$ cat src/rtl/multi_cycle_ctrl.sv
// Multi-cycle FETCH/DECODE/EXEC/MEM/WB sequencer for the single-issue MIPS datapath.
// Optional feature: define ILLEGAL_TRAP_EN to trap on unknown instructions (sticky `illegal` flag).
module multi_cycle_ctrl #(
  parameter int ST_W = 3
) (
  input  logic       clk,
  input  logic       reset,
  input  logic [5:0] Op,
  input  logic [5:0] Funct,
  input  logic       Zero,
  input  logic       dm_ready,
  output logic       IRWrite,
  output logic       PCWrite,
  output logic       RegWrite,
  output logic       MemWrite,
  output logic       dm_req,
  output logic [3:0] ALUOp,
  output logic [1:0] EXTOp,
  output logic [2:0] NPCOp,
  output logic       ALUSrc_Sel,
  output logic [1:0] RegDst_Sel,
  output logic [1:0] GRFWD_Sel,
  output logic       instr_done,
  output logic       illegal
);

  localparam logic [5:0] OP_RTYPE = 6'b000000;
  localparam logic [5:0] OP_LW    = 6'b100011;
  localparam logic [5:0] OP_SW    = 6'b101011;
  localparam logic [5:0] OP_ORI   = 6'b001101;
  localparam logic [5:0] OP_LUI   = 6'b001111;
  localparam logic [5:0] OP_BEQ   = 6'b000100;
  localparam logic [5:0] OP_J     = 6'b000010;
  localparam logic [5:0] OP_JAL   = 6'b000011;
  localparam logic [5:0] FN_ADD   = 6'b100000;
  localparam logic [5:0] FN_SUB   = 6'b100010;
  localparam logic [5:0] FN_SLL   = 6'b000000;
  localparam logic [5:0] FN_JR    = 6'b001000;

  typedef enum logic [ST_W-1:0] {
    S_FETCH  = 3'd0,
    S_DECODE = 3'd1,
    S_EXEC   = 3'd2,
    S_MEM    = 3'd3,
    S_WB     = 3'd4,
    S_TRAP   = 3'd5
  } state_t;

  state_t state_r;
  state_t state_next_s;

  logic is_add_s, is_sub_s, is_sll_s, is_jr_s, is_lw_s, is_sw_s;
  logic is_ori_s, is_lui_s, is_beq_s, is_j_s, is_jal_s;
  logic is_ralu_s, legal_s;
  logic irwrite_s, pcwrite_s, regwrite_s, memwrite_s, dm_req_s;
`ifdef ILLEGAL_TRAP_EN
  logic illegal_set_s;
  logic illegal_r;
`endif

  // Instruction decode from the IR fields
  always_comb begin
    is_add_s = 1'b0;
    is_sub_s = 1'b0;
    is_sll_s = 1'b0;
    is_jr_s  = 1'b0;
    is_lw_s  = 1'b0;
    is_sw_s  = 1'b0;
    is_ori_s = 1'b0;
    is_lui_s = 1'b0;
    is_beq_s = 1'b0;
    is_j_s   = 1'b0;
    is_jal_s = 1'b0;
    case (Op)
      OP_RTYPE: begin
        case (Funct)
          FN_ADD:  is_add_s = 1'b1;
          FN_SUB:  is_sub_s = 1'b1;
          FN_SLL:  is_sll_s = 1'b1;
          FN_JR:   is_jr_s  = 1'b1;
          default: is_add_s = 1'b0;
        endcase
      end
      OP_LW:   is_lw_s  = 1'b1;
      OP_SW:   is_sw_s  = 1'b1;
      OP_ORI:  is_ori_s = 1'b1;
      OP_LUI:  is_lui_s = 1'b1;
      OP_BEQ:  is_beq_s = 1'b1;
      OP_J:    is_j_s   = 1'b1;
      OP_JAL:  is_jal_s = 1'b1;
      default: is_add_s = 1'b0;
    endcase
  end

  assign is_ralu_s = is_add_s | is_sub_s | is_sll_s;
  assign legal_s   = is_ralu_s | is_jr_s | is_lw_s | is_sw_s | is_ori_s |
                     is_lui_s | is_beq_s | is_j_s | is_jal_s;

  // Selects are purely decoded and stay valid in every state
  assign ALUOp = (is_sub_s || is_beq_s) ? 4'b0001 :
                 is_ori_s               ? 4'b0010 :
                 is_lui_s               ? 4'b0011 :
                 is_sll_s               ? 4'b0100 : 4'b0000;
  assign EXTOp      = (is_lw_s || is_sw_s || is_beq_s) ? 2'b01 : 2'b00;
  assign NPCOp      = (is_j_s || is_jal_s)   ? 3'b010 :
                      is_jr_s                ? 3'b011 :
                      (is_beq_s && Zero)     ? 3'b001 : 3'b000;
  assign ALUSrc_Sel = is_lw_s | is_sw_s | is_ori_s | is_lui_s;
  assign RegDst_Sel = is_jal_s ? 2'b10 : (is_ralu_s ? 2'b01 : 2'b00);
  assign GRFWD_Sel  = is_jal_s ? 2'b10 : (is_lw_s ? 2'b01 : 2'b00);

  // State register
  always_ff @(posedge clk) begin
    if (!reset) begin
      state_r <= S_FETCH;
    end else begin
      state_r <= state_next_s;
    end
  end

  // Next-state and per-state strobes
  always_comb begin
    state_next_s = state_r;
    irwrite_s    = 1'b0;
    pcwrite_s    = 1'b0;
    regwrite_s   = 1'b0;
    memwrite_s   = 1'b0;
    dm_req_s     = 1'b0;
`ifdef ILLEGAL_TRAP_EN
    illegal_set_s = 1'b0;
`endif
    case (state_r)
      S_FETCH: begin
        irwrite_s    = 1'b1;
        state_next_s = S_DECODE;
      end
      S_DECODE: begin
        if (is_j_s || is_jr_s) begin
          pcwrite_s    = 1'b1;
          state_next_s = S_FETCH;
        end else if (is_jal_s) begin
          state_next_s = S_WB;
        end else if (!legal_s) begin
`ifdef ILLEGAL_TRAP_EN
          illegal_set_s = 1'b1;
          state_next_s  = S_TRAP;
`else
          // Unknown instruction retires as a NOP (NPCOp decodes to PC+4)
          pcwrite_s    = 1'b1;
          state_next_s = S_FETCH;
`endif
        end else begin
          state_next_s = S_EXEC;
        end
      end
      S_EXEC: begin
        if (is_beq_s) begin
          pcwrite_s    = 1'b1;
          state_next_s = S_FETCH;
        end else if (is_lw_s || is_sw_s) begin
          state_next_s = S_MEM;
        end else begin
          state_next_s = S_WB;
        end
      end
      S_MEM: begin
        dm_req_s   = 1'b1;
        memwrite_s = is_sw_s;
        if (dm_ready) begin
          if (is_sw_s) begin
            pcwrite_s    = 1'b1;
            state_next_s = S_FETCH;
          end else begin
            state_next_s = S_WB;
          end
        end else begin
          state_next_s = S_MEM;
        end
      end
      S_WB: begin
        regwrite_s   = 1'b1;
        pcwrite_s    = 1'b1;
        state_next_s = S_FETCH;
      end
      S_TRAP:  state_next_s = S_TRAP;
      default: state_next_s = S_FETCH;
    endcase
  end

  // Strobes are masked while reset is held low so an abandoned instruction commits nothing
  assign IRWrite    = reset & irwrite_s;
  assign PCWrite    = reset & pcwrite_s;
  assign RegWrite   = reset & regwrite_s;
  assign MemWrite   = reset & memwrite_s;
  assign dm_req     = reset & dm_req_s;
  assign instr_done = reset & pcwrite_s;

`ifdef ILLEGAL_TRAP_EN
  // Sticky unknown-instruction flag, cleared only by reset
  always_ff @(posedge clk) begin
    if (!reset) begin
      illegal_r <= 1'b0;
    end else if (illegal_set_s) begin
      illegal_r <= 1'b1;
    end else begin
      illegal_r <= illegal_r;
    end
  end
  assign illegal = illegal_r;
`else
  assign illegal = 1'b0;
`endif

endmodule
$ cat config.mk
export PLATFORM = sky130hd
export DESIGN_NAME = multi_cycle_ctrl
export DESIGN_NICKNAME = d
export VERILOG_FILES = /design/src/rtl/multi_cycle_ctrl.sv
export SDC_FILE = /design/constraint.sdc
export NUM_CORES = 1
export LEC_CHECK = 0
export ABC_AREA = 1
export BUFFER_PORTS_ARGS = -buffer_cell sky130_fd_sc_hd__buf_2
export CORE_UTILIZATION = 32
export CTS_BUF_LIST = sky130_fd_sc_hd__clkbuf_8
export DETAILED_ROUTE_END_ITERATION = 8
export SLEW_MARGIN = 40
export SYNTH_ARGS = -nofsm -noshare
export SYNTH_HDL_FRONTEND = slang
export SYNTH_SLANG_ARGS = --single-unit
$ cat constraint.sdc
create_clock -name clk -period 1.9 [get_ports clk]
set_input_delay 0.38 -clock clk [delete_from_list [all_inputs] [get_ports clk]]
set_output_delay 0.38 -clock clk [all_outputs]
set_load 0.02 [all_outputs]
# [Word-level counts from Yosys, hierarchy flattened]
# Index checks and enable logic that the tools add are counted.
[totals] out_inout_bits=21 word_cells=89 in_bits=16 register_bits=3
[classes] n_reduce_logical=9 n_eq_ne=15 bitwise=18 muxes=46
[ops] operator="$mux W3" count=10
[ops] operator="$mux W1" count=29
[ops] operator="$eq A6 B6 Y1 const B" count=4
[ops] operator="$eq A6 B4 Y1 const B" count=3
[ops] operator="$pmux W3 S5" count=1
[ops] operator="$or A1 B1 Y1" count=13
[ops] operator="$eq A6 B2 Y1 const B" count=2
[ops] operator="$logic_not A6 Y1" count=2
[ops] operator="$mux W2" count=5
[ops] operator="$eq A3 B2 Y1 const B" count=2
[ops] operator="$eq A3 B3 Y1 const B" count=2
[ops] operator="$eq A6 B3 Y1 const B" count=1
[ops] operator="$and A1 B1 Y1" count=5
[ops] operator="$logic_or A1 B1 Y1" count=5
[ops] operator="$pmux W1 S4" count=1
[ops] operator="$eq A3 B1 Y1 const B" count=1
[ops] operator="$logic_not A3 Y1" count=1
[ops] operator="$logic_and A1 B1 Y1" count=1

# [Longest topological paths before layout]
# Gate-level depths: netlist (run 1).
[depth] word_depth=18 depth_mapped=12 ltp_nobuf=11

# [Least setup slack after synthesis (run 1)]
# OpenSTA, ideal clock, no wires.
[synth_path] path_type="input -> output" from="in Funct[4]" to="out instr_done" cell_stages=8 t_required_ps=1520 arrival_ps=1545 n_path_buf=1 slack_ps=-25 cell_sequence="or2_1 -> nor3_2 -> nor2_2 -> nand3_1 -> nand2_1 -> nand2_1 -> a21oi_2 -> buf_4"
[synth_via] elab_chain_len=18 word_cells_on_any_way=28 cone_classes="eq/ne: 3; mux: 12; bitwise: 11; reduce/logical: 2"
[synth_rtl] item="start, declared" line_no="9" rtl="input logic [5:0] Funct,"
[synth_rtl] item="$eq A6 B6 Y1" line_no="76" rtl="case (Funct)"
[synth_rtl] item="$mux W1" line_no="76"
[synth_rtl] item="$mux W1" line_no="74" rtl="case (Op)"
[synth_rtl] item="$or A1 B1 Y1 (2 in series)" line_no="95" rtl="assign is_ralu_s = is_add_s | is_sub_s | is_sll_s;"
[synth_rtl] item="$or A1 B1 Y1 (5 in series)" line_no="96" rtl="assign legal_s = is_ralu_s | is_jr_s | is_lw_s | is_sw_s | is_ori_s |"
[synth_rtl] item="$or A1 B1 Y1 (3 in series)" line_no="97" rtl="is_lui_s | is_beq_s | is_j_s | is_jal_s;"
[synth_rtl] item="$mux W1" line_no="143" rtl="end else if (!legal_s) begin"
[synth_rtl] item="$mux W1" line_no="141" rtl="end else if (is_jal_s) begin"
[synth_rtl] item="$mux W1 (*)" line_no="138" rtl="if (is_j_s || is_jr_s) begin"
[synth_rtl] item="$pmux W1 S4 (*)" line_no="132" rtl="case (state_r)"
[synth_rtl] item="$and A1 B1 Y1 (*)"
[synth_rtl] item="end, declared" line_no="23" rtl="output logic instr_done,"
# Mark *: on every way between the ends. The rest lies on a longest branch, timed or not.

# [Final worst setup path (run 1)]
[layout_path] from="in Op[3]" to="out instr_done"
[layout_via] elab_chain_len=17 word_cells_on_any_way=38 cone_classes="eq/ne: 7; mux: 18; bitwise: 11; reduce/logical: 2"
[layout_rtl] item="start, declared" line_no="8" rtl="input logic [5:0] Op,"
[layout_rtl] item="$logic_not A6 Y1" line_no="74"
[layout_rtl] item="$mux W1" line_no="74"
[layout_rtl] item="$or A1 B1 Y1 (2 in series)" line_no="95"
[layout_rtl] item="$or A1 B1 Y1 (5 in series)" line_no="96"
[layout_rtl] item="$or A1 B1 Y1 (3 in series)" line_no="97"
[layout_rtl] item="$mux W1" line_no="143"
[layout_rtl] item="$mux W1" line_no="141"
[layout_rtl] item="$mux W1" line_no="138"
[layout_rtl] item="$pmux W1 S4 (*)" line_no="132"
[layout_rtl] item="$and A1 B1 Y1 (*)" line_no="196" rtl="assign instr_done = reset & pcwrite_s;"
# Marks and branches as above.

==> reports/metrics.csv, run 1 <==
stage,metric,value,unit
finish,final_cells,172,
timing,layout_min_cycle_time,1884,ps
finish,reg_top3,state_r x3,
placement,dp.cells,166,
critical_path,r2r_start,state_r[2],
yosys,yosysTopAreaCell,nor2_1,
critical_path,crit_end,instr_done,
placement,portBuffers,32,
route,remaining_drc_errors,0,
clock_network,clock-root-buffer,clkbuf_8,
outcome,outcome,"complete, no violations",
critical_path,worstPathMaxFanout,5,
global_routing,grt_pass1_wl,2.249,mm
route,top_layer,met4,
yosys,yosysTopAreaCellShare,13.61,%
critical_path,critPathLaunchType,input port,
timing,setup_violations,0,
finish,seq_area,60.06,sq um
global_routing,grt_overflow,0,
critical_path,cp_data_required_time,1520,ps
yosys,synth.area.top_cells,"nor2_1, dfxtp_1, inv_1",
route,via_count,760,
global_routing,grt_antenna_before_repair,0,
route,dr_wl_met3,75,microns
finish,fill_cells,184,
route,route.met2.wl,725,microns
floorplan,rows,15,
finish,final_util,54.43,%
yosys,ys_seq_area_share,10.37,%
finish,nNetsFinal,164,
critical_path,critPathArrivalTime,1500,ps
clock_network,worstSkewPairLatency,220,ps
route,drtIter0Drc,13,
yosys,syn_area_per_cell,5.570,sq um
yosys,synth_flop_cell,dfxtp_1,
power,p_per_area,401.0,nW/um^2
timing,rsz0062_at_grt,true,
global_routing,grt_pass1_vias,594,
route,finalWirelength,1.477,mm
clock_network,hold_buffers,0,
clock_network,h-tree-depth,1,
finish,multi_input_area,457.9,sq um
yosys,synth_seq_cells,3,
floorplan,io_pins,37,
finish,largest_reg_flops,3,
min_path,min_path_type,input port to register,
critical_path,reg2reg_depth,6,
floorplan,die_area,1984,sq um
route,ant_nets,0,
power,p_leak,0.5348,nW
timing,drv_slew,0,
job,max_cap_viol_count,0,
power,max-vdd-ir-drop,0.0002706,V
yosys,ys_types,23,
critical_path,ff2ff_setup_slack,600,ps
floorplan,dieWidth,44.55,microns
clock_network,clock-sinks,3,
finish,antenna_cells,0,
finish,top_register,state_r,
clock_network,cts_tree,yes,
yosys,netlist_area,579.3,sq um
yosys,yosysMostFrequentCell,nor2_1,
clock_network,cts.clk_slew.worst_paths,30,ps
timing,hold_violations,0,
finish,areaGrowthSynthToFinish,60.48,%
yosys,async_flop_share,0,%
placement,dp_hpwl,1.188,mm
floorplan,initial_core_util,33.92,%
yosys,synth_common_cells,"nor2_1, inv_1, nand2_1, nand3_1, buf_4",
floorplan,fp.dieH,44.55,microns
global_routing,grt_max_degree,9,
floorplan,core,1708,sq um
route,dr.pass1.iters,4,
timing,max_freq,530.8,MHz
route,drt-met1-wl,653,microns
yosys,yosys_warnings,0,
route,wl_per_cell,8.587,microns
critical_path,end_kind,output pin,
yosys,syn_inst,104,
critical_path,r2r_end,state_r[0],
timing,finalCritPeriodShare,99.16,%
placement,gp_congestion,0.8321,
global_routing,grt_use_total,15.38,%
critical_path,crit_type,input port to output pin,
critical_path,startpoint,Op[3],
route,avgViaCountPerCell,4.419,
timing,finalClockSkew,2.818,ps
clock_network,cts_made_buffers,3,
timing,hold_slack,526.5,ps
yosys,synth_edf_count,0,
finish,drive_above_1_share,48.98,%
clock_network,clock_tree.buffer_depth,2,
[placed cells by master, fill, tap and decap left out, drive strengths merged, types with 2 or more instances in the layout]
cell / count
a21oi: 2
buf: 43
clkbuf: 3
conb: 4
dfxtp: 3
inv: 18
nand2: 21
nand3: 11
nor2: 28
nor3: 5
o21ai: 2
[repair_timing]
| item | in CTS | in global routing |
|---|---|---|
| endpoints found under the hold margin | 0 | 0 |
| buffers inserted | 0 | 2 |
| pin swaps | 0 | 7 |
| gates resized for setup | 1 | 17 |
| setup endpoints to repair | 2 | 2 |
[metal layers]
layer	up-vias	GRT usage, %
met5	-	0
met4	0	7.273
met3	4	2.449
met2	24	26.18
met1	327	18.73
li1	405	-
[report_power, final]
group	total [W]	internal, W	switching (W)	leakage (nW)
logic	0.000120	0.0000477	0.0000728	0.483
clock network	0.000184	0.000138	0.0000460	0.0269
registers	0.0000684	0.0000660	0.00000237	0.0245
[cell families (layout without fill, tap and decap cells)]
logic type	after synthesis	after routing	share of synthesized area (%)
DFF	3	3	10.37
and+or+nand+nor	69	69	60.05
other	1	4	0.6473
buffers and inverters	24	64	20.09
AOI/OAI and AO/OA	7	7	8.857
[cell type report]
cell class	count	share of cell area [%]
clock buffers	3	4.441
clock inverters	1	0.4038
inverters	17	6.864
multi-input cells	80	49.26
flip-flops and latches	3	6.460
well taps	25	3.365
repair buffers	43	29.21
[how the worst min path moves through the flow]
stage            endpoint  slack [ps]  cells after the start  startpoint
3_3_place_gp   state_r[1]         620                      3  state_r[2]
2_1_floorplan  state_r[1]         570                      3  state_r[2]
5_1_grt        state_r[0]         550                      3       reset
6_report       state_r[0]         530                      3       reset
3_5_place_dp   state_r[1]         640                      3  state_r[2]
4_1_cts        state_r[0]         530                      3       reset
[stage by stage]
| stage | setup TNS [ps] | worst slack, ps | total power, W | instance area, sq um |
|---|---|---|---|---|
| after detailed placement | 0 | 2.707 | 0.0001723 | 810.8 |
| after global routing | -190.2 | -95.38 | 0.0003939 | 929.6 |
| after CTS | 0 | 0.2236 | 0.0003597 | 860.8 |
| after global placement | 0 | 1.548 | 0.0001710 | 810.8 |
| after floorplan | 0 | 42.60 | 0.0001425 | 604.3 |
| final | 0 | 15.93 | 0.0003728 | 929.6 |
[critical path: stages]
cell,delay (ps)
buf_2,150
nor2_4,60
nand2_4,70
nor2_4,50
nand2_2,70
nand2_2,60
nor2_2,130
nand3_1,100
nand2_2,80
nand2_2,60
a21oi_4,170
buf_6,140
No activity file was read; power rests on OpenSTA's default activity.
==> run 2: changes to the inputs <==
CORE_UTILIZATION = 35   (was 32)
PLACE_DENSITY = 0.68   (was unset)
==> run 2 against run 1 <==
Compared with the run above: critical path depth shrank 1; clock skew is essentially flat; via count grew 2.9%; sequential cell count is the same; cell area grew 7.0%; clock power is essentially flat; largest power group unchanged; highest routed layer unchanged.
==> reports/metrics.csv, run 2 (synthesis results as in run 1) <==
stage,metric,value,unit,change
outcome,outcome,"complete, no violations",,
job,max_cap_viol_count,0,,unchanged
clock_network,cts_made_buffers,3,,unchanged
finish,nNetsFinal,165,,+0.61%
finish,top_register,state_r,,
finish,finalInstanceArea,994.7,sq um,+7.0%
power,power.net_switching,0.0001325,W,+9.3%
critical_path,critPathLaunchType,input port,,
route,drtIter0Drc,11,,-2
finish,layout_common_cells,"buf_2, nor2_1, inv_1",,
power,switching_share,33.67,%,+1.2 points
power,p_leak,0.5559,nW,+4.0%
timing,hold_slack,526.7,ps,+0.1720 ps
timing,layout_min_cycle_time,1894,ps,+9.522 ps
power,p_per_area,395.5,nW/um^2,-1.4%
route,finalWirelength,1.716,mm,+16%
floorplan,core,1524,sq um,-11%
placement,placed_area,784.5,sq um,-3.2%
critical_path,worstPathCellList,"buf_6, nor2_4, buf_6, nand3_4, nor3_4, nor2_2, nand3_1, nand2_1, nand2_2, a21oi_4, buf_6",,
finish,antenna_cells,0,,unchanged
route,avgViaCountPerCell,4.768,,+7.9%
route,wl_per_cell,10.46,microns,+22%
clock_network,cts_tree,yes,,
critical_path,cp_data_required_time,1520,ps,about the same
critical_path,crit_type,input port to output pin,,
clock_network,clock-root-buffer,clkbuf_8,,
global_routing,use_met3,1.277,%,-1.2 points
finish,drive_above_1_share,52.70,%,+3.7 points
timing,finalClockSkew,2.618,ps,-0.2003 ps
critical_path,cp_slowest_stage_delay,200,ps,+30 ps
finish,seq_area,60.06,sq um,unchanged
critical_path,cpMostUsedCell,buf_6,,
placement,portBuffers,32,,unchanged
clock_network,worstSkewPairLatency,220,ps,about the same
clock_network,clock_tree.buffer_depth,2,,unchanged
finish,layout_commonest_cell,buf_2,,
critical_path,crit_slowest_cell,nor3_4,,
global_routing,grt_pass1_vias,617,,+3.9%
finish,largest_reg_flops,3,,unchanged
global_routing,grt_overflow,0,,unchanged
finish,multi_input_area,501.7,sq um,+9.6%
timing,hold_violations,0,,unchanged
finish,fill_cells,150,,-18%
route,remaining_drc_errors,0,,unchanged
critical_path,critPathBufInv,3,,+1
power,max-vdd-ir-drop,0.0001732,V,-36%
floorplan,initial_core_util,38.01,%,+4.1 points
global_routing,grt_pass1_wl,2.242,mm,-0.31%
clock_network,hold_buffers,0,,unchanged
route,via_count,782,,+2.9%
min_path,min_path_type,input port to register,,
clock_network,clock-sinks,3,,unchanged
finish,areaGrowthSynthToFinish,71.71,%,
critical_path,critPathArrivalTime,1510,ps,about the same
floorplan,fp.dieH,42.69,microns,-4.2%
timing,setup_violations,0,,unchanged
clock_network,h-tree-depth,1,,unchanged
critical_path,end_kind,output pin,,
global_routing,top_usage_layer,met2,,
floorplan,rows,14,,-1
floorplan,io_pins,37,,unchanged
global_routing,grt_use_total,15.79,%,+0.40 points
placement,gp_congestion,0.7448,,-10%
power,pwr-share-comb,35.1,%,+2.8 points
critical_path,worstPathMaxFanout,3,,-2
power,clock_power_share,47.5,%,-1.8 points
global_routing,use_met1,17.66,%,-1.1 points
finish,reg_top3,state_r x3,,
timing,drv_slew,0,,unchanged
route,ant_nets,0,,unchanged
global_routing,met2_usage,28.48,%,+2.3 points
floorplan,dieWidth,42.69,microns,-4.2%
timing,finalCritPeriodShare,99.66,%,+0.50 points
placement,dp_hpwl,1.132,mm,-4.7%
clock_network,cts.clk_slew.worst_paths,30,ps,about the same
critical_path,crit_family,simple AND/OR/NAND/NOR gates,,
global_routing,grt_antenna_before_repair,0,,unchanged
power,internal_power,0.0002610,W,+3.7%
route,dr.pass1.iters,4,,unchanged
floorplan,die_area,1822,sq um,-8.2%
timing,rsz0062_at_grt,true,,
power,p_seq_share,17.4,%,-1.0 points
timing,max_freq,528.1,MHz,-0.50%
global_routing,grt_max_degree,9,,unchanged
==> run 2: power groups by stage <==
stage	sequential, W	combinational, W	clock (W)
final	0.0000686	0.000138	0.000187
after global routing	0.0000690	0.000149	0.000190
after CTS	0.0000682	0.000109	0.000189
after detailed placement	0.0000690	0.000103	0
after global placement	0.0000692	0.000101	0
after floorplan	0.0000687	0.0000738	0
==> run 2: worst reg2reg max path: cells and delay by family (launching register included) <==
family	cells	cell delay [ps]
DFF	1	350
AOI/OAI and AO/OA	1	350
and+or+nand+nor	3	260
buffers and inverters	1	120
==> run 2: final timing paths <==
kind	startpoint	end	slack (ps)	cells after the start
max	Op[4]	instr_done	6	11
min	reset	state_r[0]	530	3
max reg2reg	state_r[2]	state_r[0]	690	5
min reg2reg	state_r[2]	state_r[1]	640	3
==> run 2: repair_timing <==
item | in CTS | in global routing
gates cloned | 0 | 0
endpoints found under the setup margin | 2 | 2
pin swaps | 3 | 14
buffers inserted | 2 | 3
resized for setup | 3 | 33
==> run 2: final cells by class <==
cell class	instances	share of cell area (%)
multi-input cells	80	50.44
repair buffers	44	30.57
inverters	17	6.415
flip-flops and latches	3	6.038
clock buffers	3	4.151
well taps	16	2.013
clock inverters	1	0.3774
==> run 2: per-layer routing <==
layer | vias to the layer above | share of wire, %
met4 | 0 | 1.2
met1 | 346 | 40
met5 | - | 0
met3 | 2 | 4.3
li1 | 408 | -
met2 | 26 | 55
==> run 2: metrics by stage <==
stage / TNS [ps] / utilization (%) / worst slack, ps / std cells / total power [W]
floorplan: 0 / - / 42.60 / 107 / 0.0001425
global placement: 0 / 51.48 / 5.466 / 155 / 0.0001703
detailed placement: -18.97 / 51.48 / -10.57 / 155 / 0.0001717
finish: 0 / 65.27 / 6.404 / 164 / 0.0003934
global route: -202.6 / 65.27 / -101.5 / 164 / 0.0004078
CTS: 0 / 56.08 / 1.009 / 161 / 0.0003663
